[config.mk]
export PLATFORM = sky130hd
export DESIGN_NAME = bsg_link_isdr_rx_ctrl
export DESIGN_NICKNAME = d
export VERILOG_FILES = /design/src/rtl/bsg_link_isdr_rx_ctrl.sv
export SDC_FILE = /design/constraint.sdc
export NUM_CORES = 1
export LEC_CHECK = 0
export CAP_MARGIN = 20
export CORE_MARGIN = 5
export CORE_UTILIZATION = 36
export DETAILED_ROUTE_END_ITERATION = 16
export GPL_ROUTABILITY_DRIVEN = 0
export SYNTH_ARGS = -nofsm -noshare
export SYNTH_HDL_FRONTEND = slang
export SYNTH_SLANG_ARGS = --single-unit
[constraint.sdc]
create_clock -name clk_i -period 2.25 [get_ports clk_i]
set_input_delay 0.45 -clock clk_i [delete_from_list [all_inputs] [get_ports clk_i]]
set_output_delay 0.45 -clock clk_i [all_outputs]
set_load 0.01 [all_outputs]
[src/rtl/bsg_link_isdr_rx_ctrl.sv]
// ---------------------------------------------------------------------------
// bsg_link_isdr_rx_ctrl
//
// Receive-side controller for the ISDR link PHY. Words arrive already
// registered by the PHY. The controller holds off until the link is enabled
// and the line has stayed quiet for quiet_cycles_p consecutive cycles. It then
// buffers incoming words in a FIFO for the core and returns credits to the
// remote sender as a toggling token line.
//
// Optional feature macro: BSG_LINK_ISDR_RX_CTRL_STATS_EN
//   When defined, port rx_count_o is added. It is a saturating 32-bit count
//   of accepted pushes that is cleared only by reset.
//
// Ports
//   clk_i         in   1        PHY forwarded clock; the only clock
//   reset_n_i     in   1        synchronous reset, active-low
//   link_enable_i in   1        software link enable
//   phy_data_i    in   width_p  registered word from the PHY
//   phy_v_i       in   1        registered valid bit from the PHY
//   core_data_o   out  width_p  FIFO head word (meaningful only when core_v_o=1)
//   core_v_o      out  1        FIFO non-empty
//   core_yumi_i   in   1        core consumes the head word this cycle
//   token_o       out  1        credit token; toggles once per decimated batch
//   link_ready_o  out  1        high while in ACTIVE
//   overflow_o    out  1        sticky: a word arrived while the FIFO was full
//   rx_count_o    out  32       (stats build only) accepted push count
//
// Handshake: core_v_o/core_yumi_i follow valid/yumi semantics. A word is
// transferred at a rising edge where core_v_o=1 and core_yumi_i=1. core_v_o
// never depends combinationally on core_yumi_i. A yumi asserted while
// core_v_o=0 is ignored. The PHY side has no backpressure: a word offered
// with phy_v_i=1 is either accepted or dropped (silently outside ACTIVE,
// with the sticky overflow flag when the FIFO is full).
// ---------------------------------------------------------------------------
module bsg_link_isdr_rx_ctrl #(
  parameter int width_p               = 8,
  parameter int fifo_els_p            = 16,
  parameter int lg_token_decimation_p = 2,
  parameter int quiet_cycles_p        = 32
) (
  input  logic               clk_i,
  input  logic               reset_n_i,
  input  logic               link_enable_i,
  input  logic [width_p-1:0] phy_data_i,
  input  logic               phy_v_i,
  output logic [width_p-1:0] core_data_o,
  output logic               core_v_o,
  input  logic               core_yumi_i,
  output logic               token_o,
  output logic               link_ready_o,
  output logic               overflow_o
`ifdef BSG_LINK_ISDR_RX_CTRL_STATS_EN
  ,
  output logic [31:0]        rx_count_o
`endif
);

  // -------------------------------------------------------------------------
  // Derived widths and constants
  // -------------------------------------------------------------------------
  localparam int ptr_w_lp   = $clog2(fifo_els_p);
  localparam int occ_w_lp   = $clog2(fifo_els_p) + 1;
  localparam int quiet_w_lp = (quiet_cycles_p > 1) ? $clog2(quiet_cycles_p) : 1;
  // A decimation of 2**0 would give a zero-width counter. Keep one bit and
  // treat every pop as a wrap in that case.
  localparam int tok_w_lp   = (lg_token_decimation_p > 0) ? lg_token_decimation_p : 1;

  localparam logic [occ_w_lp-1:0]   occ_full_lp   = occ_w_lp'(fifo_els_p);
  localparam logic [quiet_w_lp-1:0] quiet_last_lp = quiet_w_lp'(quiet_cycles_p - 1);
  localparam logic [tok_w_lp-1:0]   tok_last_lp   = {tok_w_lp{1'b1}};

  // -------------------------------------------------------------------------
  // State. The FSM state is a named register so checkers can bind to it.
  // -------------------------------------------------------------------------
  typedef enum logic [1:0] {
    ST_IDLE   = 2'd0,
    ST_QUIET  = 2'd1,
    ST_ACTIVE = 2'd2
  } state_e;

  state_e                state;
  logic [quiet_w_lp-1:0] quiet_cnt;
  logic [ptr_w_lp-1:0]   wptr;
  logic [ptr_w_lp-1:0]   rptr;
  logic [occ_w_lp-1:0]   occ;
  logic [tok_w_lp-1:0]   tok_cnt;
  logic [width_p-1:0]    mem [fifo_els_p];

  // -------------------------------------------------------------------------
  // Datapath controls. These are all decoded from the occupancy at the start
  // of the cycle, so a same-cycle pop never makes room for a push.
  // -------------------------------------------------------------------------
  logic full;
  logic active;
  logic flush;
  logic push;
  logic drop;
  logic pop;
  logic tok_wrap;

  assign full   = (occ == occ_full_lp);
  assign active = (state == ST_ACTIVE);
  // Leaving QUIET/ACTIVE because the enable dropped empties the FIFO and
  // restarts credit accounting. The sender is re-synchronised by the new
  // quiet window.
  assign flush  = (state != ST_IDLE) && !link_enable_i;
  assign push   = active && link_enable_i && phy_v_i && !full;
  assign drop   = active && phy_v_i && full;
  assign pop    = core_yumi_i && core_v_o;

  assign tok_wrap = (lg_token_decimation_p == 0) ? 1'b1 : (tok_cnt == tok_last_lp);

  assign core_v_o    = (occ != '0);
  assign core_data_o = mem[rptr];

  // -------------------------------------------------------------------------
  // Control: FSM, FIFO pointers/occupancy, token and overflow
  // -------------------------------------------------------------------------
  always_ff @(posedge clk_i) begin
    if (!reset_n_i) begin
      state        <= ST_IDLE;
      quiet_cnt    <= '0;
      link_ready_o <= 1'b0;
      wptr         <= '0;
      rptr         <= '0;
      occ          <= '0;
      tok_cnt      <= '0;
      token_o      <= 1'b0;
      overflow_o   <= 1'b0;
    end else begin
      case (state)
        ST_IDLE: begin
          if (link_enable_i) begin
            state     <= ST_QUIET;
            quiet_cnt <= '0;
          end
        end
        ST_QUIET: begin
          if (!link_enable_i) begin
            state <= ST_IDLE;
          end else if (phy_v_i) begin
            // Any activity restarts the quiet window.
            quiet_cnt <= '0;
          end else if (quiet_cnt == quiet_last_lp) begin
            state        <= ST_ACTIVE;
            link_ready_o <= 1'b1;
          end else begin
            quiet_cnt <= quiet_cnt + 1'b1;
          end
        end
        ST_ACTIVE: begin
          if (!link_enable_i) begin
            state        <= ST_IDLE;
            link_ready_o <= 1'b0;
          end
        end
        default: begin
          state        <= ST_IDLE;
          link_ready_o <= 1'b0;
        end
      endcase

      if (flush) begin
        wptr    <= '0;
        rptr    <= '0;
        occ     <= '0;
        tok_cnt <= '0;
        token_o <= 1'b0;
      end else begin
        if (push) begin
          wptr <= wptr + 1'b1;
        end
        if (pop) begin
          rptr    <= rptr + 1'b1;
          tok_cnt <= tok_cnt + 1'b1;
          if (tok_wrap) begin
            token_o <= ~token_o;
          end
        end
        if (push && !pop) begin
          occ <= occ + 1'b1;
        end else if (!push && pop) begin
          occ <= occ - 1'b1;
        end
      end

      // Sticky until reset; a flush does not clear it.
      if (drop) begin
        overflow_o <= 1'b1;
      end
    end
  end

  // -------------------------------------------------------------------------
  // FIFO storage. The contents are don't-care until written, so there is no
  // reset. Pointers wrap naturally because the depth is a power of two.
  // -------------------------------------------------------------------------
  always_ff @(posedge clk_i) begin
    if (push) begin
      mem[wptr] <= phy_data_i;
    end
  end

`ifdef BSG_LINK_ISDR_RX_CTRL_STATS_EN
  // -------------------------------------------------------------------------
  // Accepted-push statistics, saturating.
  // -------------------------------------------------------------------------
  always_ff @(posedge clk_i) begin
    if (!reset_n_i) begin
      rx_count_o <= '0;
    end else if (push && (rx_count_o != 32'hFFFF_FFFF)) begin
      rx_count_o <= rx_count_o + 32'd1;
    end
  end
`endif

endmodule
### Word-level counts from Yosys, hierarchy flattened

Memory sizes are Yosys's and may differ from the RTL's. A register that Yosys moved wholly into a read port is not among the register bits.
Cells that the tools add are included.

| storage, ports and cells | value |
|---|---|
| input bits | 13 |
| register bits | 25 |
| word-level logic and storage cells | 77 |
| memory bits (writable) | 128 |
| memories | 1 |

Memory list:

| name | depth | bits a word | rd ports | clocked after memory_dff | write ports | RTL line | RTL |
|---|---|---|---|---|---|---|---|
| mem | 16 | 8 | 1 | 1 | 1 | 87 | `logic [width_p-1:0] mem [fifo_els_p];` |

| operators by class | value |
|---|---|
| bitwise gates (word level) | 3 |
| equal/unequal tests | 13 |
| add/sub/neg operators | 6 |
| muxes and demuxes | 22 |
| reduce and logical (&&, ||, !) cells | 23 |

Operator list:

| operator | count |
|---|---|
| $mux 5 | 6 |
| $add 5x1->5 const B | 2 |
| $eq 5x5->1 const B | 2 |
| $mux 2 | 5 |
| $ne 2x2->1 const B | 5 |
| $pmux 5 s2 | 1 |
| $logic_and 1x1->1 | 9 |
| $ne 3x3->1 const B | 3 |
| $add 4x1->4 const B | 2 |
| $mux 4 | 2 |
| $reduce_and 4->1 | 2 |
| $mux 1 | 6 |
| $pmux 2 s3 | 1 |
| $reduce_bool 2->1 | 3 |
| $reduce_and 5->1 | 1 |
| $reduce_bool 5->1 | 1 |
| $sub 5x1->5 const B | 1 |
| $eq 2x2->1 const B | 2 |
| $logic_not 1->1 | 4 |
| $not 1->1 | 3 |
| $pmux 1 s3 | 1 |
| $add 2x1->2 const B | 1 |
| $eq 2x1->1 const B | 1 |
| $logic_not 2->1 | 1 |
| 2 further kinds | 2 |

### Depth between registers and ports, before layout

| depth | value |
|---|---|
| depth after elaboration | 8 |
| depth in mapped cells | 10 |

### Worst setup path before layout

OpenSTA, ideal clock, no wires.

| timing path | value |
|---|---|
| path type | reg-to-reg |
| from | reg occ[0] |
| to | reg occ[4] |
| data required time | 2178 ps |
| path slack | -244 ps |
| path buffers | 0 |
| period minus slack after synthesis | 2494 ps |
| arrival time | 2423 ps |
| library setup time | 72 ps |
| stages on the path, launching flop included | 10 |
| path through | dfxtp_1 or4_4 o21ai_4 ha_1 inv_1 ha_1 a21oi_1 a211o_1 a21o_1 a21oi_1 |

| between the ends | value |
|---|---|
| word-level cells in the longest chain between the ends | 6 |
| elaborated cells between the ends (all ways) | 14 |
| those cells by class | add/sub: 2; eq/ne: 1; mux: 2; reduce/logical: 9 |

Ends and longest elaborated chain:

| item | RTL line | RTL |
|---|---|---|
| from (decl) | 85 | `logic [occ_w_lp-1:0] occ;` |
| from (signal assigned) | 181 | `occ <= occ + 1'b1;` |
| from (signal assigned) | 183 | `occ <= occ - 1'b1;` |
| parallel branches: the longest is 6 deep, another holds $sub 5x1->5 | - |  |

Parallel ways; which one is timed is not known. The select of a mux whose other input is x is not followed.
A chain may end at the register's enable or synchronous reset.

==> summary.md <==
| Metric | Value |
|---|---|
| Outcome | `finished, violations left` |
| Violated checks | `negative setup slack` |
| Worst-path clk slew | `0.06 ns` |
| Initial Utilization | `0.365` |
| DRT Wirelength | `12400 um` |
| Total power | `5.82 mW` |
| CTS Buf Count | `17` |
| Area grow syn2layout | `27.8%` |
| Post-synthesis mux area share | `0.121` |
| Mean number of vias per cell | `4.98` |
| Final max-slew violation count | `0` |
| Largest net degree at the start of global routing | `27` |
| Post-Synth Adder-Cell Area | `0.0291` |
| Largest cells by area after synthesis | `edfxtp_1 61%, mux4_2 11%, dfxtp_1 9.2%` |
| FF/Latch Area | `4430 um2` |
| Drt drc | `0` |
| Layout net count | `491` |
| HP Class | `reg -> reg` |
| Arrival @ worst endpoint | `2.02 ns` |
| Max Cap Violations | `0` |
| Proportion of layout cells with a drive suffix above 1 | `0.349` |
| RSZ-0062 raised after global routing | `true` |
| CTS Root Buffer Type | `clkbuf_16` |
| Worst Max-Slew Pin Slew | `0.595 ns` |
| Syn_nets | `400` |
| Synth Area in Simple Gates | `0.0655` |
| Iter 0 DRT Violations | `144` |
| Sink Count | `157` |
| Worst vdd ir | `0.000553 V` |
| Setup TNS | `-1.57 ns` |
| Largest family of logic cells by synthesized area | `multiplexers` |
| FF+latch count, synth | `157` |
| Cell variety after synth | `39` |
| Clk_skew | `0.00697 ns` |
| Seq/Total Area, Yosys | `0.704` |
| Max_slew headroom | `0.603` |
| Startpoint types | `register` |
| Fmax | `405 MHz` |
| # rows | `48` |
| Hold Fails Final Rpt | `0` |
| Core box area | `17200 um2` |
| Global-route wire length before repair | `19800 um` |
| CTS tree | `done` |
| Period utilization | `1.10` |
| Final core utilization | `0.466` |
| Tmin final | `2.47 ns` |
| Yosys top cell area share | `0.611` |
| Leakage power | `2.71 nW` |
| CP required | `1.80 ns` |
| Syn Std Cell Area | `6290 um2` |
| All-Layer GR Usage | `0.131` |
| Total die area | `20200 um2` |
| Placement Cell Area | `7240 um2` |
| Ant. Diodes | `0` |
| Worst-path maximum fanout | `7` |
| Mapped Cells | `373` |
| PwrDens | `724 nW/um2` |
| Clk_lat worst skew | `0.41 ns` |
| Synthesized area per cell | `16.9 um2` |
| Number of H-tree levels | `4` |
| WL/cell | `17.7 um` |
| XOR/XNOR Fraction of Synth Area | `0.0181` |
| I/O Buffers | `24` |
| CTS max path bufs | `2` |
| Type of the worst setup path | `reg -> out` |
| Die height | `142 um` |
| I/O Pins | `25` |
| DP HPWL | `7960 um` |
| Vias in the first global route | `3685` |
| Filler cells | `1459` |
| CP Capture Type | `output pin` |
| Hold Buf Count CTS | `0` |
| Chip Width | `142 um` |
| Multi-input logic area | `1930 um2` |
| Remaining antenna violation count | `0` |
| Compound-Gate Fraction of Synth Area | `0.0466` |
| Worst hold slack | `0.476 ns` |
| YS warnings | `0` |
| Final setup vio count | `9` |
| Total grt overflow | `0` |
| Design area | `8030 um2` |
| Cell taking the most area after synthesis | `edfxtp_1` |
| Initial antenna violation count | `0` |
| Drt pass-1 iters | `4` |
| Worst setup margin | `-0.220 ns` |
| Via count | `3489` |
[placed cells by master (no fill, tap or decap), drive strengths merged]
cell	count
nand2	18
clkinvlp	2
a22oi	16
a211o	2
clkinv	5
and2	1
clkdlybuf4s50	15
xnor2	4
o31ai	1
a21oi	7
xor2	9
nand4b	1
nand3	10
edfxtp	128
nor4	1
nand3b	3
ha	13
nor3	5
nand2b	3
mux4	32
dlygate4sd2	1
a21boi	2
o211ai	3
and3	4
clkbuf	20
inv	10
o21ai	4
buf	73
or4	2
dfxtp	29
o21a	2
bufinv	1
nor2	35
o211a	1
mux2i	4
a211oi	1
nor2b	5
fa	1
a21o	1
[Yosys cell counts]
library cell / number
a211o_1: 2
a211oi_1: 1
a21boi_0: 2
a21o_1: 1
a21oi_1: 6
a21oi_2: 1
a22oi_1: 16
and2_1: 1
and3_1: 4
buf_1: 3
buf_2: 5
clkbuf_1: 9
dfxtp_1: 29
edfxtp_1: 128
fa_1: 1
ha_1: 13
inv_1: 8
mux2i_1: 4
mux4_2: 32
nand2_1: 18
nand2b_1: 3
nand3_1: 10
nand3b_1: 3
nand4b_1: 1
nor2_1: 35
nor2b_1: 5
nor3_1: 5
nor4_1: 1
o211a_1: 1
o211ai_1: 3
o21a_1: 2
o21ai_0: 2
o21ai_1: 1
o21ai_4: 1
o31ai_1: 1
or4_1: 1
or4_4: 1
xnor2_1: 4
xor2_1: 9
[flip-flops by register name (all words and copies together), names as in the netlist, 2 cells and up, named ones only]
name	count
occ	5
quiet_cnt	5
mem	128
rptr	4
wptr	4
tok_cnt	2
state	2
[path summary, 6_finish.rpt]
check / start / end / slack, ns / depth (start not counted)
setup / recovery: register / core_data_o[2] / -0.22 / 7
hold / removal: quiet_cnt[4]$_SDFFE_PN0P_ / quiet_cnt[4]$_SDFFE_PN0P_ / 0.48 / 2
setup reg to reg: occ[1]$_SDFFE_PP0P_ / occ[4]$_SDFFE_PP0P_ / -0.10 / 9
hold reg to reg: quiet_cnt[4]$_SDFFE_PN0P_ / quiet_cnt[4]$_SDFFE_PN0P_ / 0.48 / 2
[kinds of logic (layout without fill, tap and decap cells)]
logic type	after synthesis	in the layout
AOI/OAI and AO/OA	40	40
muxes	36	36
adders and majority gates	14	14
xor gates and xnor gates	13	13
DFF	157	157
and+or+nand+nor	88	88
buffers and inverters	25	127
[worst max-delay path, cell delays in order (launching register included)]
cell     delay, ns
dfxtp_4       0.36
buf_12        0.12
buf_12        0.13
buf_4         0.12
mux4_2        0.49
a22oi_2       0.19
nand2_1       0.06
buf_2         0.13
[layout make-up]
cell class                 instances  share of cell area
sequential                       157               0.551
multi-input combinational        191               0.241
clock inverter                    10              0.0115
tap                              225              0.0350
clock buffer                      20              0.0544
inverter                           8             0.00436
timing repair buffer              89               0.103
[power by group]
part | switching, mW | internal [mW] | leakage, nW | total (mW)
clock network | 1.08 | 1.51 | 0.252 | 2.59
registers | 0.00175 | 3.14 | 1.39 | 3.14
logic | 0.0530 | 0.0325 | 1.07 | 0.0855
[per-layer routing]
| metal | vias up | wire (um) | global-route usage |
|---|---|---|---|
| met5 | - | 0 | 0 |
| met4 | 0 | 223 | 0.0540 |
| met3 | 16 | 653 | 0.0343 |
| met2 | 75 | 6250 | 0.219 |
| met1 | 1768 | 5270 | 0.162 |
| li1 | 1630 | - | - |
[metrics by stage]
stage / instances / setup slack [ns]
after CTS: 697 / -0.277
final: 700 / -0.220
after global routing: 700 / -0.307
after floorplan: 373 / -0.150
after global placement: 659 / -0.310
after detailed placement: 659 / -0.377
[what timing repair did]
item                       in CTS  in global routing
buffers inserted                7                  4
gates cloned                    1                  0
pin swaps                      15                  9
gates resized for setup        57                 17
setup endpoints to repair      11                 11
Note: power is estimated with default switching activity, not from simulation.
